`config.mk`:
```
export PLATFORM = sky130hd
export DESIGN_NAME = ps2_key_decoder
export DESIGN_NICKNAME = d
export VERILOG_FILES = /design/src/rtl/ps2_key_decoder.sv
export SDC_FILE = /design/constraint.sdc
export NUM_CORES = 1
export LEC_CHECK = 0
export BUFFER_PORTS_ARGS = -buffer_cell sky130_fd_sc_hd__buf_2
export CORE_ASPECT_RATIO = 1.5
export CORE_MARGIN = 1
export CORE_UTILIZATION = 55
export DETAILED_ROUTE_END_ITERATION = 6
export GPL_TIMING_DRIVEN = 1
export HOLD_SLACK_MARGIN = 0.1
export PLACE_DENSITY = 0.85
export SYNTH_ARGS = -nofsm -noshare
export SYNTH_HDL_FRONTEND = slang
export SYNTH_SLANG_ARGS = --single-unit
export TNS_END_PERCENT = 10
```
`constraint.sdc`:
```
create_clock -name clk -period 1.81 [get_ports clk]
set_input_delay 0.362 -clock clk [delete_from_list [all_inputs] [get_ports clk]]
set_output_delay 0.362 -clock clk [all_outputs]
set_load 0.02 [all_outputs]
```
`src/rtl/ps2_key_decoder.sv`:
```
// PS/2 keyboard receiver: synchronizes and filters the raw pins, frames bytes and tracks the held make code.
// Optional build macro PS2_PARITY_CHECK_EN discards frames whose parity is not odd.
//
// State    | Meaning
// ---------|------------------------------------------------------------
// S_IDLE   | waiting for a start bit (data=0 on a sample event)
// S_DATA   | shifting in 8 data bits, LSB first
// S_PARITY | capturing the parity bit
// S_STOP   | checking the stop bit, then releasing the byte or an error
module ps2_key_decoder #(
    parameter int FILTER_LEN  = 8,
    parameter int TIMEOUT_CYC = 40_000
) (
    input  logic       clk,
    input  logic       rst_n,
    input  logic       ps2_clk,
    input  logic       ps2_data,
    output logic [7:0] result,
    output logic       key_strobe,
    output logic       frame_err
);

    localparam int TW = $clog2(TIMEOUT_CYC + 1);
    localparam logic [7:0]    FILT_TC = 8'(FILTER_LEN - 1);
    localparam logic [TW-1:0] TO_TC   = TW'(TIMEOUT_CYC - 1);

    typedef enum logic [1:0] {
        S_IDLE,
        S_DATA,
        S_PARITY,
        S_STOP
    } state_t;

    logic          clk_s1_q, clk_s2_q, dat_s1_q, dat_s2_q;
    logic          fclk_q, fall_q, samp_dat_q;
    logic [7:0]    filt_cnt_q;
    state_t        state_q;
    logic [2:0]    bit_cnt_q;
    logic [7:0]    shift_q;
    logic [TW-1:0] to_cnt_q;
    logic          byte_valid_q, frame_err_q;
    logic [7:0]    byte_q;
    logic          brk_q, ext_q;
    logic [7:0]    result_q;
    logic          key_strobe_q;
    logic          frame_ok;

    always_ff @(posedge clk or negedge rst_n) begin
        if (!rst_n) begin
            clk_s1_q <= 1'b1;
            clk_s2_q <= 1'b1;
            dat_s1_q <= 1'b1;
            dat_s2_q <= 1'b1;
        end else begin
            clk_s1_q <= ps2_clk;
            clk_s2_q <= clk_s1_q;
            dat_s1_q <= ps2_data;
            dat_s2_q <= dat_s1_q;
        end
    end

    // fclk only follows after FILTER_LEN consecutive samples disagreeing with it
    always_ff @(posedge clk or negedge rst_n) begin
        if (!rst_n) begin
            fclk_q     <= 1'b1;
            filt_cnt_q <= '0;
            fall_q     <= 1'b0;
            samp_dat_q <= 1'b1;
        end else if (clk_s2_q == fclk_q) begin
            filt_cnt_q <= '0;
            fall_q     <= 1'b0;
        end else if (filt_cnt_q == FILT_TC) begin
            fclk_q     <= clk_s2_q;
            filt_cnt_q <= '0;
            fall_q     <= fclk_q;
            samp_dat_q <= dat_s2_q;
        end else begin
            filt_cnt_q <= filt_cnt_q + 8'd1;
            fall_q     <= 1'b0;
        end
    end

`ifdef PS2_PARITY_CHECK_EN
    logic par_q;

    always_ff @(posedge clk or negedge rst_n) begin
        if (!rst_n) begin
            par_q <= 1'b0;
        end else if (fall_q && state_q == S_PARITY) begin
            par_q <= samp_dat_q;
        end
    end

    assign frame_ok = samp_dat_q & (^{shift_q, par_q});
`else
    assign frame_ok = samp_dat_q;
`endif

    always_ff @(posedge clk or negedge rst_n) begin
        if (!rst_n) begin
            state_q      <= S_IDLE;
            bit_cnt_q    <= '0;
            shift_q      <= '0;
            to_cnt_q     <= '0;
            byte_valid_q <= 1'b0;
            byte_q       <= '0;
            frame_err_q  <= 1'b0;
        end else begin
            byte_valid_q <= 1'b0;
            frame_err_q  <= 1'b0;
            if (state_q == S_IDLE || fall_q) begin
                to_cnt_q <= '0;
            end else begin
                to_cnt_q <= to_cnt_q + 1'b1;
            end

            if (fall_q) begin
                case (state_q)
                    S_IDLE: begin
                        if (!samp_dat_q) begin
                            state_q   <= S_DATA;
                            bit_cnt_q <= '0;
                        end
                    end
                    S_DATA: begin
                        shift_q <= {samp_dat_q, shift_q[7:1]};
                        if (bit_cnt_q == 3'd7) begin
                            state_q <= S_PARITY;
                        end else begin
                            bit_cnt_q <= bit_cnt_q + 3'd1;
                        end
                    end
                    S_PARITY: begin
                        state_q <= S_STOP;
                    end
                    S_STOP: begin
                        state_q <= S_IDLE;
                        if (frame_ok) begin
                            byte_valid_q <= 1'b1;
                            byte_q       <= shift_q;
                        end else begin
                            frame_err_q <= 1'b1;
                        end
                    end
                    default: state_q <= S_IDLE;
                endcase
            end else if (state_q != S_IDLE && to_cnt_q == TO_TC) begin
                state_q     <= S_IDLE;
                frame_err_q <= 1'b1;
            end
        end
    end

    // F0 marks a release, E0 marks an untracked extended key
    always_ff @(posedge clk or negedge rst_n) begin
        if (!rst_n) begin
            brk_q        <= 1'b0;
            ext_q        <= 1'b0;
            result_q     <= '0;
            key_strobe_q <= 1'b0;
        end else begin
            key_strobe_q <= 1'b0;
            if (byte_valid_q) begin
                if (byte_q == 8'hF0) begin
                    brk_q <= 1'b1;
                end else if (byte_q == 8'hE0) begin
                    ext_q <= 1'b1;
                end else if (ext_q) begin
                    ext_q <= 1'b0;
                    brk_q <= 1'b0;
                end else if (brk_q) begin
                    brk_q <= 1'b0;
                    if (byte_q == result_q) begin
                        result_q <= '0;
                    end
                end else if (byte_q != result_q) begin
                    result_q     <= byte_q;
                    key_strobe_q <= (byte_q != 8'h00);
                end
            end
        end
    end

    assign result     = result_q;
    assign key_strobe = key_strobe_q;
    assign frame_err  = frame_err_q;

endmodule

```
# After elaboration in Yosys (flattened, before gate mapping)
# Cells that the tools add are included.
[word_totals]
ff_bits = 65
[op_classes]
add_sub_neg = 3
eq_ne = 17
n_mux = 32
n_bitwise = 4
n_reduce_logical = 16
[op_table]
columns = ["operator", "count"]
rows = [
  ["$mux 8", 5],
  ["$mux 1", 18],
  ["$add 16x1->16 const B", 1],
  ["$eq 16x16->1 const B", 1],
  ["$eq 8x8->1 const B", 2],
  ["$mux 16", 1],
  ["$add 8x1->8 const B", 1],
  ["$eq 8x3->1 const B", 1],
  ["$eq 8x8->1", 1],
  ["$mux 2", 4],
  ["$ne 8x8->1", 1],
  ["$pmux 2 s4", 1],
  ["$reduce_and 2->1", 4],
  ["$reduce_bool 2->1", 4],
  ["$reduce_bool 8->1", 1],
  ["$mux 3", 2],
  ["$ne 2x2->1 const B", 3],
  ["$ne 3x3->1 const B", 2],
  ["$pmux 3 s2", 1],
  ["$reduce_and 3->1", 2],
  ["$reduce_and 6->1", 1],
  ["$eq 2x2->1 const B", 2],
  ["$not 1->1", 4],
  ["$reduce_and 4->1", 1],
  ["8 further kinds", 8],
]

# Depth between registers and ports, before layout
# Gate-level depths: netlist (run 1).
[depth]
depth_word = 7
ltp_mapped = 6
depth_no_buf = 6

# Worst setup path after synthesis (run 1)
# No wires, ideal clock.
[synth_path]
path_kind = "flip-flop to flip-flop"
startpoint = "reg byte_q[0]"
endpoint = "reg result_q[4], in the netlist result[4]"
setup_ns = 0.126
t_arrival_ns = 1.556
required_ns = 1.684
path_slack_ns = 0.128
stages_incl_launch_ff = 6
period_less_slack_ns = 1.682
cell_sequence = "dfrtp_1 or4_1 buf_2 o2111ai_1 a22oi_1 a221o_1"
[synth_between]
elab_chain_cells = 3
[synth_lines]
columns = ["element", "line", "text"]
rows = [
  ["start, declared", "42", "logic [7:0] byte_q;"],
  ["start signal, assigned", "140", "byte_q <= shift_q;"],
  ["$eq 8x8->1 (tied with other cells)", "173", "if (byte_q == result_q) begin"],
  ["$ne 2x1->1 (no source line) (tied with other cells)", "n/a", ""],
  ["$reduce_and 6->1 (no source line) *", "n/a", ""],
  ["end signal, assigned", "177", "result_q <= byte_q;"],
  ["end, declared", "44", "logic [7:0] result_q;"],
]
# Mark *: on every way between the ends. The rest lies on a longest branch, timed or not.
# A chain may end at the register's enable or synchronous reset.

# Worst setup path after layout (run 1)
[layout_path]
startpoint = "reg byte_q[2]"
endpoint = "reg result_q[6], in the netlist result[6]"
# The elaborated chain is that of the path after synthesis.

==> results of run 1 <==
==> registers in the layout (all words and copies together) (netlist names), 2 cells and up <==
| signal | flops |
|---|---|
| state_q | 2 |
| byte_q | 8 |
| filt_cnt_q | 8 |
| result | 8 |
| bit_cnt_q | 3 |
| shift_q | 8 |
| to_cnt_q | 16 |
==> through the flow <==
stage               TNS (ns)  hold WS, ns  utilization (%)  power [W]
floorplan                  0       0.0664                -    0.00167
global placement           0        0.345             61.4    0.00172
detailed placement         0        0.348             61.4    0.00173
CTS                        0        0.101             65.2    0.00295
global route         -0.0197        0.105             65.5    0.00302
finish                     0        0.117             65.5    0.00291
==> critical path: stages, from the launching register on <==
cell and delay [ns]:
dfrtp_1 0.43, or4_4 0.58, o2111ai_1 0.23, a22oi_1 0.10, a221o_1 0.28
==> path summary, 6_finish.rpt <==
path / from / to / slack [ns] / depth (start not counted)
worst max register to register: byte_q[2] / result[6] / 0.07 / 4
worst min register to register: clk_s1_q / clk_s2_q / 0.36 / 0
min in group asynchronous: rst_n / key_strobe / 0.56 / 3
max in group asynchronous: rst_n / dat_s2_q / 0.92 / 3
worst min-delay path: ps2_data / dat_s1_q / 0.12 / 1
worst max-delay path: byte_q[2] / result[6] / 0.07 / 4
==> cell type report <==
class | count | area (um^2)
Clock buffer | 10 | 138
Clock inverter | 6 | 57.6
Fill cell | 425 | 1900
Inverter | 10 | 37.5
Multi-Input combinational cell | 200 | 1430
Sequential cell | 65 | 1630
Tap cell | 70 | 87.6
Timing Repair Buffer | 30 | 208
==> kinds of logic after synthesis <==
kind of cell               Yosys count  synth area share [%]
and+or+nand+nor                    108                  18.6
DFF                                 65                  51.9
AOI/OAI and AO/OA                   39                  9.22
xor gates and xnor gates            26                  7.23
buffers and inverters               19                  3.10
muxes                               19                  6.80
adders and majority gates            8                  3.18
==> repair_timing <==
action,in CTS,in global routing
hold buffers,1,0
gates resized for setup,0,4
setup endpoints to repair,0,11
hold endpoints to repair,59,0
==> synthesized netlist by cell type (2+ instances only) <==
cell type  count
mux2_1         3
clkbuf_1       3
and2_1         3
a221o_1        8
ha_1           8
inv_1         10
buf_2          2
or2_1          2
nor2b_1        5
o2111ai_1      4
nand3_1       15
nor2_1        29
o21ai_0        5
or4_1          4
nand2_1       24
nand4_1        4
buf_4          2
xnor2_1       12
a22oi_1        8
nor3_1         3
a21oi_1        6
dfstp_2        6
nor4_1         5
dfrtp_1       59
and2b_2        3
xor2_1        14
o22ai_1        2
nor4_4         2
mux2_2        16
and3_1         2
==> where the power goes <==
group	internal [W]	switching [W]
clock network	0.000663	0.000550
registers	0.00151	0.0000414
logic	0.0000553	0.0000891
==> metal layers <==
layer	routed length [um]	part of all wire [%]	up-vias	global-route usage (%)
li1	-	-	1069	-
met1	2200	38	1130	21.0
met2	3200	55	45	41.0
met3	190	3.3	18	5.31
met4	206	3.6	0	12.3
met5	0	0	-	0
==> impl_metrics.py, run 1 <==
metrics = {
    "run_status": {
        "outcome": "finished, final reports clean",
    },
    "finish": {
        "final_cell_mix": "dfrtp_1 (59), nor2_1 (29), nand2_1 (24)",
        "fin_cells": 391,
        "nNetsFinal": 328,
        "syn_to_final_growth_pct": 14.2,
        "mostFrequentLayoutCell": "dfrtp_1",
        "drive_above_1_share_pct": 24.6,
        "antenna_cells_inserted": 0,
        "design_area_um2": 3590,
    },
    "detailed_routing": {
        "vias": 2262,
        "drc": 0,
        "drtPass1Iterations": 5,
        "antenna_left": 0,
        "avgRoutedWirePerCell_um": 14.8,
        "viasPerCell": 5.79,
        "drtIter0Drc": 134,
        "wl_mm": 5.79,
    },
    "synthesis": {
        "async_flop_share_pct": 100,
        "synthCells": 284,
        "ys_seq_elements": 65,
        "ys.warnings.count": 0,
        "synth_ff_type": "dfrtp_1",
        "synth-edff-count": 0,
        "synth_seq_area_share_pct": 51.9,
        "synth_cell_types": 45,
        "syn_avg_cell_area_um2": 11.1,
        "synth_top_area_share_pct": 46.9,
        "netlist_area_um2": 3150,
        "yosys.area.top_type": "dfrtp_1",
        "synth_area_leaders": "dfrtp_1 (47%), mux2_2 (5.7%), dfstp_2 (5.0%)",
        "synth_nets": 296,
    },
    "pwr": {
        "total_leakage_power_nw": 1.70,
        "vdd_ir_drop_max_v": 0.000973,
        "p_per_area_nw_per_um2": 810,
    },
    "clock_network": {
        "path_clk_slew_ns": 0.07,
        "tritoncts": "yes",
        "cts_sinks": 65,
        "post_cts_buffers": 0,
        "htreeDepth": 3,
        "root_buffer": "clkbuf_8",
        "cts_buffers": 9,
        "clock_path_buffers": 2,
        "clkLatencyLatePin_ns": 0.34,
    },
    "die": {
        "dieArea_um2": 6040,
        "ios": 14,
        "initial_core_util_pct": 57.3,
        "die_w_um": 63.8,
        "core_area_um2": 5490,
        "rows": 33,
        "die_y_um": 94.7,
    },
    "sta": {
        "finalSetupViolCount": 0,
        "timing.fmax_ghz": 0.574,
        "fin_crit_sh_pct": 96.2,
        "maxSlewHeadroom_pct": 68.1,
        "slew_viol_final": 0,
        "finalHoldViolCount": 0,
        "min_period_ns": 1.74,
        "finClkSkew_ns": 0.00786,
        "setup_ws_ns": 0.0682,
        "worst_pin_slew_ns": 0.475,
    },
    "worst_setup_path": {
        "crit_required_ns": 2.04,
        "criticalPathCategory": "flip-flop to flip-flop",
        "path_max_fanout": 6,
        "critPathCaptureType": "flip-flop",
        "start_kind": "flip-flop",
        "cp_data_arrival_time_ns": 1.97,
    },
    "place": {
        "gp_congestion": 0.838,
        "hpwl_mm": 4.09,
        "dp_cells": 374,
        "place_ws_ns": 0.0293,
        "portBuffers": 13,
        "dpl_cell_area_um2": 3370,
    },
    "flow_run": {
        "max-cap-violations": 0,
    },
    "global_routing": {
        "grt_overflow": 0,
        "grt_usage_pct": 21.7,
        "grt_max_degree": 66,
        "antenna_found_initial": 0,
        "grt_pass1_vias": 2366,
        "grt_pass1_wl_mm": 9.98,
    },
    "hold_path": {
        "min-delay-path-class": "input pin to flip-flop",
    },
}
Note: power is estimated with default switching activity, not from simulation.
==> inputs of run 2 (changes only) <==
--- a/config.mk
+++ b/config.mk
@@ -14,4 +14,5 @@
 export HOLD_SLACK_MARGIN = 0.1
 export PLACE_DENSITY = 0.85
+export SLEW_MARGIN = 20
 export SYNTH_ARGS = -nofsm -noshare
 export SYNTH_HDL_FRONTEND = slang
==> constraint.sdc (replaced) <==
create_clock -name clk -period 1.81 [get_ports clk]
set_input_delay 0.0905 -clock clk [delete_from_list [all_inputs] [get_ports clk]]
set_output_delay 0.0905 -clock clk [all_outputs]
set_load 0.02 [all_outputs]
==> impl_metrics.py, run 2 (synthesis gave the netlist of run 1 again) <==
metrics = {
    "hold_path": {
        "min-delay-path-class": "input pin to async pin",
    },
    "clock_network": {
        "clock_path_buffers": 2,
        "post_cts_buffers": 0,
        "root_buffer": "clkbuf_8",
        "path_clk_slew_ns": 0.07,
        "cts_buffers": 9,
        "htreeDepth": 3,
        "cts_sinks": 65,
        "clkLatencyLatePin_ns": 0.35,
        "tritoncts": "yes",
    },
    "finish": {
        "mostFrequentLayoutCell": "dfrtp_1",
        "final_core_util_pct": 65.9,
        "syn_to_final_growth_pct": 14.9,
        "nNetsFinal": 332,
        "final_cell_mix": "dfrtp_1 (59), nor2_1 (29), nand2_1 (24)",
        "drive_above_1_share_pct": 24.0,
        "antenna_cells_inserted": 0,
        "largest-register": "to_cnt_q",
        "largest_reg_flops": 16,
        "fillers": 421,
    },
    "pwr": {
        "total_leakage_power_nw": 1.72,
        "comb_power_share_pct": 5.0,
        "share_clk_of_total_power_pct": 41.6,
        "vdd_ir_drop_max_v": 0.000653,
        "seq_power_share_pct": 53.4,
        "internal_power_w": 0.00223,
        "swShare_pct": 23.3,
        "netSwitchingPower_w": 0.000678,
        "p_per_area_nw_per_um2": 804,
    },
    "detailed_routing": {
        "wl_met2_mm": 2.89,
        "wl_mm": 5.55,
        "m1WireLength_mm": 2.24,
        "routed.top_layer": "met4",
        "avgRoutedWirePerCell_um": 14.1,
        "vias": 2213,
        "drc": 0,
        "drtPass1Iterations": 6,
        "viasPerCell": 5.60,
        "dr_wl_met3_um": 160,
        "drtIter0Drc": 75,
        "antenna_left": 0,
    },
    "place": {
        "place_ws_ns": 0.0487,
        "hpwl_mm": 3.98,
        "gp_congestion": 0.865,
        "portBuffers": 13,
    },
    "sta": {
        "grt_setup_unrepaired": "true",
        "finalHoldViolCount": 0,
        "tns_ns": 0,
        "timing.fmax_ghz": 0.575,
        "finalSetupViolCount": 0,
        "maxSlewHeadroom_pct": 69.8,
        "worst_pin_slew_ns": 0.448,
        "setup_ws_ns": 0.0705,
        "fin_crit_sh_pct": 96.1,
        "min_period_ns": 1.74,
        "finClkSkew_ns": 0.00986,
        "slew_viol_final": 0,
    },
    "die": {
        "die_y_um": 94.7,
        "initial_core_util_pct": 57.3,
        "die_w_um": 63.8,
        "ios": 14,
        "rows": 33,
        "dieArea_um2": 6040,
        "core_area_um2": 5490,
    },
    "worst_setup_path": {
        "crit_required_ns": 2.08,
        "start_kind": "flip-flop",
        "criticalPathCategory": "flip-flop to flip-flop",
        "cp_data_arrival_time_ns": 2.01,
        "path_max_fanout": 3,
        "critPathCaptureType": "flip-flop",
    },
    "global_routing": {
        "grt_max_degree": 66,
        "grt_pass1_vias": 2226,
        "grt_overflow": 0,
        "grt_usage_pct": 21.4,
        "antenna_found_initial": 0,
        "grt_pass1_wl_mm": 9.65,
    },
    "flow_run": {
        "max-cap-violations": 0,
    },
    "run_status": {
        "outcome": "finished, final reports clean",
    },
}
==> run 2: per-stage QoR <==
stage | cells | hold slack (ns) | power [W] | cell area (um^2)
after global placement | 376 | 0.126 | 0.00172 | 3390
after CTS | 395 | 0.281 | 0.00294 | 3610
final | 395 | 0.289 | 0.00291 | 3620
after detailed placement | 376 | 0.129 | 0.00173 | 3390
after global routing | 395 | 0.327 | 0.00302 | 3620
after floorplan | 284 | -0.205 | 0.00167 | 3150
==> run 2: worst paths after layout <==
kind                                     from           end  slack [ns]  depth (start not counted)
min in group clk                     dat_s1_q      dat_s2_q        0.36                          0
max in group asynchronous               rst_n      dat_s2_q        1.20                          3
worst max-delay path            filt_cnt_q[5]      frame_ok        0.07                          3
worst max register to register  filt_cnt_q[5]      frame_ok        0.07                          3
worst min-delay path                    rst_n  bit_cnt_q[0]        0.29                          3
worst min register to register       dat_s1_q      dat_s2_q        0.36                          0
==> run 2: layer usage <==
metal,vias to the layer above,GRT usage (%)
met5,-,0
met4,0,16.9
met3,22,4.71
met2,48,37.3
met1,1066,21.9
li1,1077,-
==> run 2: timing repair <==
action,4_1_cts,5_1_grt
endpoints found under the setup margin,0,10
resized for setup,0,1
hold buffers,3,0
hold endpoints to repair,67,0
==> run 2: power groups by stage <==
stage / sequential [W] / combinational [W] / clock (W)
3_5_place_dp: 0.00158 / 0.000144 / 0
6_report: 0.00155 / 0.000145 / 0.00121
4_1_cts: 0.00155 / 0.000149 / 0.00124
2_1_floorplan: 0.00157 / 0.0000964 / 0
5_1_grt: 0.00156 / 0.000169 / 0.00129
3_3_place_gp: 0.00158 / 0.000137 / 0
==> run 2: layout make-up <==
cell class                 instances  area, um^2  share of cell area [%]
tap                               70        87.6                    2.42
clock inverter                     6        57.6                    1.59
timing repair buffer              34         243                    6.71
sequential                        65        1630                    45.2
multi-input combinational        200        1420                    39.3
inverter                          10        37.5                    1.04
clock buffer                      10         138                    3.80
==> run 2: critical path: stages, from the launching register on <==
cell	delay, ns
dfrtp_1	0.40
or4_1	0.54
nor4_1	0.37
mux2_1	0.36
